**config.mk**
```make
export PLATFORM = sky130hd
export DESIGN_NAME = cluster_rsp_demux_buf
export DESIGN_NICKNAME = d
export VERILOG_FILES = /design/src/rtl/cluster_rsp_demux_buf.sv
export SDC_FILE = /design/constraint.sdc
export NUM_CORES = 1
export LEC_CHECK = 0
export ABC_AREA = 1
export ABC_CLOCK_PERIOD_IN_PS = 6520
export BUFFER_PORTS_ARGS = -buffer_cell sky130_fd_sc_hd__buf_2
export CAP_MARGIN = 40
export CORE_UTILIZATION = 45
export CTS_BUF_LIST = sky130_fd_sc_hd__clkbuf_4
export DETAILED_ROUTE_END_ITERATION = 7
export SETUP_SLACK_MARGIN = 0.15
export SYNTH_ARGS = -nofsm -noshare
export SYNTH_HDL_FRONTEND = slang
export SYNTH_SLANG_ARGS = --single-unit
```
**constraint.sdc**
```tcl
create_clock -name clk -period 6.52 [get_ports clk]
set_input_delay 0.326 -clock clk [delete_from_list [all_inputs] [get_ports clk]]
set_output_delay 0.326 -clock clk [all_outputs]
set_load 0.03 [all_outputs]
```
**src/rtl/cluster_rsp_demux_buf.sv**
```systemverilog
`default_nettype none
// ============================================================================
// Module      : cluster_rsp_demux_buf
// Description : Registered L2-response demultiplexer for one cluster. Each
//               beat is captured in a single input stage, then steered by the
//               SM-index field of its cluster source ID into that SM's private
//               show-ahead FIFO. A stalled SM only holds up the input stage
//               while its own beat waits; other SMs' queued beats keep flowing.
// Revision    : 1.0 - initial release
// ============================================================================

`ifndef NUM_SM_IN_CLUSTER
`define NUM_SM_IN_CLUSTER 2
`endif
`ifndef NUM_CLUSTER_DEPTH
`define NUM_CLUSTER_DEPTH 1
`endif
`ifndef D_SOURCE
`define D_SOURCE 4
`endif
`ifndef CLUSTER_SOURCE
`define CLUSTER_SOURCE 5
`endif
`ifndef ADDRESS_BITS
`define ADDRESS_BITS 32
`endif
`ifndef DATA_BITS
`define DATA_BITS 64
`endif

module cluster_rsp_demux_buf #(
    parameter int NUM_SM   = `NUM_SM_IN_CLUSTER,
    parameter int SM_IDX_W = `NUM_CLUSTER_DEPTH,
    parameter int D_SRC_W  = `D_SOURCE,
    parameter int CL_SRC_W = `CLUSTER_SOURCE,
    parameter int ADDR_W   = `ADDRESS_BITS,
    parameter int DATA_W   = `DATA_BITS,
    parameter int QDEPTH   = 4
) (
    input  logic                       clk,
    input  logic                       rst,
    input  logic                       in_valid_i,
    output logic                       in_ready_o,
    input  logic [2:0]                 in_opcode_i,
    input  logic [CL_SRC_W-1:0]        in_source_i,
    input  logic [ADDR_W-1:0]          in_address_i,
    input  logic [DATA_W-1:0]          in_data_i,
    output logic [NUM_SM-1:0]          out_valid_o,
    input  logic [NUM_SM-1:0]          out_ready_i,
    output logic [NUM_SM*3-1:0]        out_opcode_o,
    output logic [NUM_SM*D_SRC_W-1:0]  out_source_o,
    output logic [NUM_SM*ADDR_W-1:0]   out_address_o,
    output logic [NUM_SM*DATA_W-1:0]   out_data_o,
    output logic                       err_o
);

    localparam int          C_PTR_W  = $clog2(QDEPTH);
    localparam int          C_CNT_W  = C_PTR_W + 1;
    localparam int          C_PAY_W  = 3 + D_SRC_W + ADDR_W + DATA_W;
    localparam logic [31:0] C_NUM_SM = 32'(NUM_SM);

    // Input stage: the SM index is extracted at capture time so only the
    // per-SM part of the source ID travels with the payload.
    logic                   r_stg_valid;
    logic [SM_IDX_W-1:0]    r_stg_idx;
    logic [C_PAY_W-1:0]     r_stg_payload;

    logic [SM_IDX_W-1:0]    w_in_idx;
    logic                   w_accept;
    logic                   w_legal;
    logic                   w_tgt_full;
    logic                   w_drain;
    logic [NUM_SM-1:0]      w_full;
    logic [NUM_SM-1:0]      w_push;

    generate
        if (NUM_SM == 1) begin : g_idx_single
            assign w_in_idx = '0;
        end else begin : g_idx_multi
            assign w_in_idx = in_source_i[CL_SRC_W-1 -: SM_IDX_W];
        end
    endgenerate

    assign w_legal    = (32'(r_stg_idx) < C_NUM_SM);
    assign in_ready_o = !rst && (!r_stg_valid || w_drain);
    assign w_accept   = in_valid_i && in_ready_o;

    // Target-full lookup, drain decision and one-hot push to the target FIFO.
    always_comb begin
        w_tgt_full = 1'b0;
        w_push     = '0;
        for (int i = 0; i < NUM_SM; i++) begin
            if (32'(r_stg_idx) == 32'(i)) begin
                w_tgt_full = w_full[i];
            end
        end
        w_drain = r_stg_valid && (!w_legal || !w_tgt_full);
        for (int i = 0; i < NUM_SM; i++) begin
            w_push[i] = w_drain && w_legal && (32'(r_stg_idx) == 32'(i));
        end
    end

    // Stage occupancy: fill on accept, empty on drain without refill.
    always_ff @(posedge clk) begin
        if (rst) begin
            r_stg_valid <= 1'b0;
        end else if (w_accept) begin
            r_stg_valid <= 1'b1;
        end else if (w_drain) begin
            r_stg_valid <= 1'b0;
        end
    end

    // Stage payload capture; contents are meaningless while the stage is empty.
    always_ff @(posedge clk) begin
        if (w_accept) begin
            r_stg_idx     <= w_in_idx;
            r_stg_payload <= {in_opcode_i, in_source_i[D_SRC_W-1:0], in_address_i, in_data_i};
        end
    end

    // Sticky flag for beats discarded because their SM index has no port.
    always_ff @(posedge clk) begin
        if (rst) begin
            err_o <= 1'b0;
        end else if (w_drain && !w_legal) begin
            err_o <= 1'b1;
        end
    end

    generate
        for (genvar gi = 0; gi < NUM_SM; gi++) begin : g_sm
            logic [C_PAY_W-1:0] r_mem [QDEPTH];
            logic [C_PTR_W-1:0] r_wr_ptr;
            logic [C_PTR_W-1:0] r_rd_ptr;
            logic [C_CNT_W-1:0] r_cnt;
            logic               w_pop;

            // Full blocks the push even when a pop lands in the same cycle.
            assign w_full[gi] = (r_cnt == C_CNT_W'(QDEPTH));
            assign w_pop      = (r_cnt != '0) && out_ready_i[gi];

            // Pointer and occupancy bookkeeping; pointers wrap modulo QDEPTH.
            always_ff @(posedge clk) begin
                if (rst) begin
                    r_wr_ptr <= '0;
                    r_rd_ptr <= '0;
                    r_cnt    <= '0;
                end else begin
                    if (w_push[gi]) begin
                        r_wr_ptr <= r_wr_ptr + 1'b1;
                    end
                    if (w_pop) begin
                        r_rd_ptr <= r_rd_ptr + 1'b1;
                    end
                    if (w_push[gi] && !w_pop) begin
                        r_cnt <= r_cnt + 1'b1;
                    end else if (w_pop && !w_push[gi]) begin
                        r_cnt <= r_cnt - 1'b1;
                    end
                end
            end

            // Storage write; no reset needed since occupancy gates visibility.
            always_ff @(posedge clk) begin
                if (w_push[gi]) begin
                    r_mem[r_wr_ptr] <= r_stg_payload;
                end
            end

            assign out_valid_o[gi] = (r_cnt != '0);
            assign {out_opcode_o[gi*3 +: 3],
                    out_source_o[gi*D_SRC_W +: D_SRC_W],
                    out_address_o[gi*ADDR_W +: ADDR_W],
                    out_data_o[gi*DATA_W +: DATA_W]} = r_mem[r_rd_ptr];
        end
    endgenerate

endmodule

`default_nettype wire

```
* Yosys cells after proc, flatten, opt, wreduce, memory -nomap -nowiden
Memories as Yosys holds them, arrays and structs flattened. A register that Yosys moved wholly into a read port is not among the register bits.
Index checks and enable logic that the tools add are counted.
** Operators by class
- $add $sub $neg :: 8
- Equality and inequality tests :: 2
- Mux-type cells :: 15
- Bitwise logic cells :: 1
- Reductions and logical operators :: 24
** Operators with widths (number)
- $mux 3 :: 4
- $logic_and 1x1->1 :: 11
- $add 2x1->2 const B :: 4
- $mux 2 :: 4
- $logic_not 1->1 :: 7
- $mux 1 :: 7
- $add 3x1->3 const B :: 2
- $eq 3x3->1 const B :: 2
- $reduce_bool 2->1 :: 3
- $reduce_bool 3->1 :: 2
- $sub 3x1->3 const B :: 2
- $logic_or 1x1->1 :: 1
- $not 1->1 :: 1
** Word-level totals
- Register bits after elaboration :: 119
- Memory bits (writable) :: 824
- Input port bits :: 109
- Output and inout port bits :: 210
- Word-level logic and storage cells :: 61
- Memories kept :: 2
** Memory list
- g_sm[0].r_mem :: words 4, width 103, rd ports 1, clocked after memory_dff 1, wr ports 1, RTL line 133 : logic [C_PAY_W-1:0] r_mem [QDEPTH];
- g_sm[1].r_mem :: words 4, width 103, rd ports 1, clocked after memory_dff 1, wr ports 1, RTL line 133

* Logic depth before layout (Yosys ltp)
- Depth after elaboration :: 9
- Mapped depth :: 14

* Worst setup path after synthesis
Ideal clock, no wire load.
- Path type :: reg-to-reg
- Start point :: register r_stg_idx
- End point :: memory g_sm[0].r_mem[0][0] in the netlist's numbering (enable)
- Arrival :: 5.140 ns
- Required time :: 5.954 ns
- Path slack :: 0.814 ns
- Stages on the path, launching flop included :: 6
- Path buffers :: 0
- Clock period less this slack :: 5.706 ns
- Cell sequence :: edfxtp_1 nand2_1 inv_1 nand2_1 nand4_2 nor2_1
** Between the ends
- Cells in the longest elaborated chain, start to end :: 6
** Ends and longest elaborated chain
- start: declaration :: RTL line 65 : logic [SM_IDX_W-1:0] r_stg_idx;
- start signal: assignment :: RTL line 117 : r_stg_idx <= w_in_idx;
- $mux 1 :: RTL line 93 : if (32'(r_stg_idx) == 32'(i)) begin
- $logic_not 1->1 :: RTL line 97 : w_drain = r_stg_valid && (!w_legal || !w_tgt_full);
- $logic_and 1x1->1 :: RTL line 97
- $logic_and 1x1->1 * :: RTL line 99 : w_push[i] = w_drain && w_legal && (32'(r_stg_idx) == 32'(i));
- $mux 1 * :: RTL line 166 : if (w_push[gi]) begin
- $mux 1 (implied by the code) * :: RTL line 167 : r_mem[r_wr_ptr] <= r_stg_payload;
- end: declaration :: RTL line 133
Every way passes the cells marked *; elsewhere a longest branch is shown, timed or not.

==> run metrics <==
post-detail-place hpwl 47.5 mm; first-pass GRT wire length 130 mm; DRT antenna net count 0; Syn Inst Count 2235; final cell count without fillers 4115; Clock Latency Late Sink 1080 ps; vias in the first global route 21924; filler instances 6079; syn_nets 2356; Overflow after GRT 0; # DRC 0; die area 77900 µm²; sequential cell area 28300 µm²; starting density of the core 0.455; met3 usage in global routing 0.0535; syn avg cell area 15.5 µm²; post-layout minimum cycle time 4090 ps; Clock Sinks 947; Final setup viols 0; Area contributors post-synth edfxtp_1 81%, o21ai_0 5.3%, nor2_1 4.8%; Leak 14.8 nW; CP cell instances inv_4 > buf_4 > o21ai_0 > o22ai_1 > buf_2; Setup TNS 0 ps; Peak Freq 0.244 GHz; Inst Count DP 3488; RSZ-0062 raised after global routing no; peak supply drop 0.244 mV; worst-case reg-to-reg path depth 8; Yosys top cell by area edfxtp_1; count leader, synth edfxtp_1; sequential fraction of the synthesis area 0.817; Worst Path Required 6190 ps; Hold Path Origin out_ready_i[0]; Max H-tree Level 4; GR peak layer met2; max-cap violations 0; Power per Cell Area 378 nW/µm²; final hold vios 0; largest net degree at the start of global routing 85; CTS resizes 0; Final Cycle Share 0.627; Avg WL per Cell 21.2 µm; hold path depth 5; Distinct cells, synth 22; Reg-to-Reg End g_sm[0].r_mem[2][46]$_DFFE_PP_; met2 Usage GRT 0.358; CTS tree built; area taken by multi-input logic gates 5460 µm²; skew final 73.3 ps; number of buffers created by CTS 233; Top FF cell, synth edfxtp_1; R2R Path Start r_stg_idx$_DFFE_PP_; wirelength, routed 87.1 mm; Crit Path Class register to primary output; GPL Wtd Cong 0.756; Hold Path Class input pin to register; Die Ht 279 µm; Max FO, Critical Path 58; number of I/O port buffers 317; commonest cells in the netlist 928 x edfxtp_1, 438 x nor2_1, 365 x o21ai_0; #FFs+latches synth 947; Yosys top cell area share 0.806; IO Count 319; Worst setup EP type primary output; routing usage on met1 0.300; clock-pin slew on the worst setup and hold paths 60 ps; Slew @ Worst Pin 888 ps; Max clock buf depth 3; core area 75900 µm²; clk root buf clkbuf_4; Post-layout nets 3028; max incr delay on CP 730 ps; DRT Pass-1 Iters 6; antenna violations before repair 4; max-slew violation count 0; die width 279 µm; Max-slew headroom 0.408; Pwr Total 16.0 mW; layout cells sized above 1 0.238; EDFF count, synth 928; status finished clean; Via Count 21669; fraction of registers with async set/reset 0; Mapped Area 34600 µm²; Site Rows 101; Worst EP arrival 3760 ps; Layout area overhead 22.6%; total track usage 0.224; startpoint types register; Via-to-Cell Ratio 5.27; Hold WS 269 ps; R2R setup slack 3410 ps; DRT iter0 DRCs 1699; Slowest-stage cell, CP buf_4; Ys Warns 0
==> layout by cell type (no fill, tap or decap), types with 8 or more instances in the layout <==
cell type      synthesis  routed
edfxtp_1             928     928
nor2_1               438     429
o21ai_0              365     365
clkbuf_4               0     334
buf_2                 14     317
dlygate4sd3_1          0     214
o22ai_1              206     206
o21ai_1               54      54
clkinv_1               0      51
inv_1                 31      30
nand2_1               25      25
buf_4                 18      24
dfxtp_1               19      15
a21oi_1               11      11
ha_1                  10      10
clkinv_2               0      10
buf_16                 0      10
nor2_4                 0       9
buf_12                 0       8
==> stage by stage <==
| stage | instance area (µm²) | utilization | setup slack, ps |
|---|---|---|---|
| 6_report | 42400 | 0.558 | 2430 |
| 5_1_grt | 42400 | 0.558 | 2000 |
| 4_1_cts | 42400 | 0.558 | 2270 |
| 3_5_place_dp | 37400 | 0.492 | 3390 |
| 3_3_place_gp | 37000 | 0.487 | 3220 |
| 2_1_floorplan | 34600 | - | 814 |
==> cells by family (layout without fill, tap and decap cells) <==
group / Yosys count / after routing / share of synthesized area
flops: 947 / 947 / 0.817
buf+inv: 170 / 1014 / 0.0264
xor+xnor: 1 / 1 / 0.000253
other cells: 1 / 7 / 0.000109
compound gates: 636 / 636 / 0.0996
fa+ha+maj: 12 / 12 / 0.00478
simple gates: 468 / 468 / 0.0514
==> sequential cells by signal (all words and copies together), names as in the netlist, named ones only <==
| name | cells |
|---|---|
| g_sm.r_mem | 824 |
| g_sm.r_wr_ptr | 4 |
| g_sm.r_cnt | 6 |
| r_stg_payload | 103 |
| r_stg_valid | 1 |
| g_sm.r_rd_ptr | 4 |
| r_stg_idx | 1 |
==> worst max-delay path: cells and delay by family (launching register included) <==
family | cells | cell delay [ps]
buf+inv | 3 | 1560
flops | 1 | 530
compound gates | 2 | 590
==> repair_timing <==
| action | 4_1_cts | 5_1_grt |
|---|---|---|
| buffers inserted | 0 | 0 |
| endpoints found under the hold margin | 168 | 0 |
| endpoints found under the setup margin | 0 | 0 |
| hold buffers | 214 | 0 |
==> cell type report <==
| class | instances | share of cell area |
|---|---|---|
| repair buffers | 573 | 0.103 |
| clock buffers | 334 | 0.0592 |
| inverters | 34 | 0.00337 |
| clock inverters | 73 | 0.00836 |
| diodes | 6 | 0.000354 |
| well taps | 1030 | 0.0304 |
| flip-flops and latches | 947 | 0.667 |
| multi-input cells | 1118 | 0.129 |
==> worst max path at each step <==
stage | from | to | slack (ps) | cells after the start
after floorplan | r_stg_idx$_DFFE_PP_ | g_sm[0].r_mem[0][0]$_DFFE_PP_ | 810 | 5
after global placement | r_stg_idx$_DFFE_PP_ | g_sm[0].r_mem[3][68]$_DFFE_PP_ | 3220 | 6
after detailed placement | r_stg_idx$_DFFE_PP_ | g_sm[0].r_mem[2][38]$_DFFE_PP_ | 3390 | 8
after CTS | register | out_data_o[25] | 2270 | 5
after global routing | register | out_data_o[30] | 2000 | 5
final | register | out_data_o[25] | 2430 | 5
==> routing by layer <==
layer  up-vias  wire length (µm)
met2       821             41600
met5         -                 0
li1       9963                 -
met4         0              1920
met1     10749             37300
met3       136              6270
==> power by group <==
group          total (mW)  internal [mW]  switching, mW
Sequential           7.13           6.91          0.222
Clock                4.69           2.39           2.30
Combinational        4.21           1.09           3.12
(Power assumes the default switching activity.)
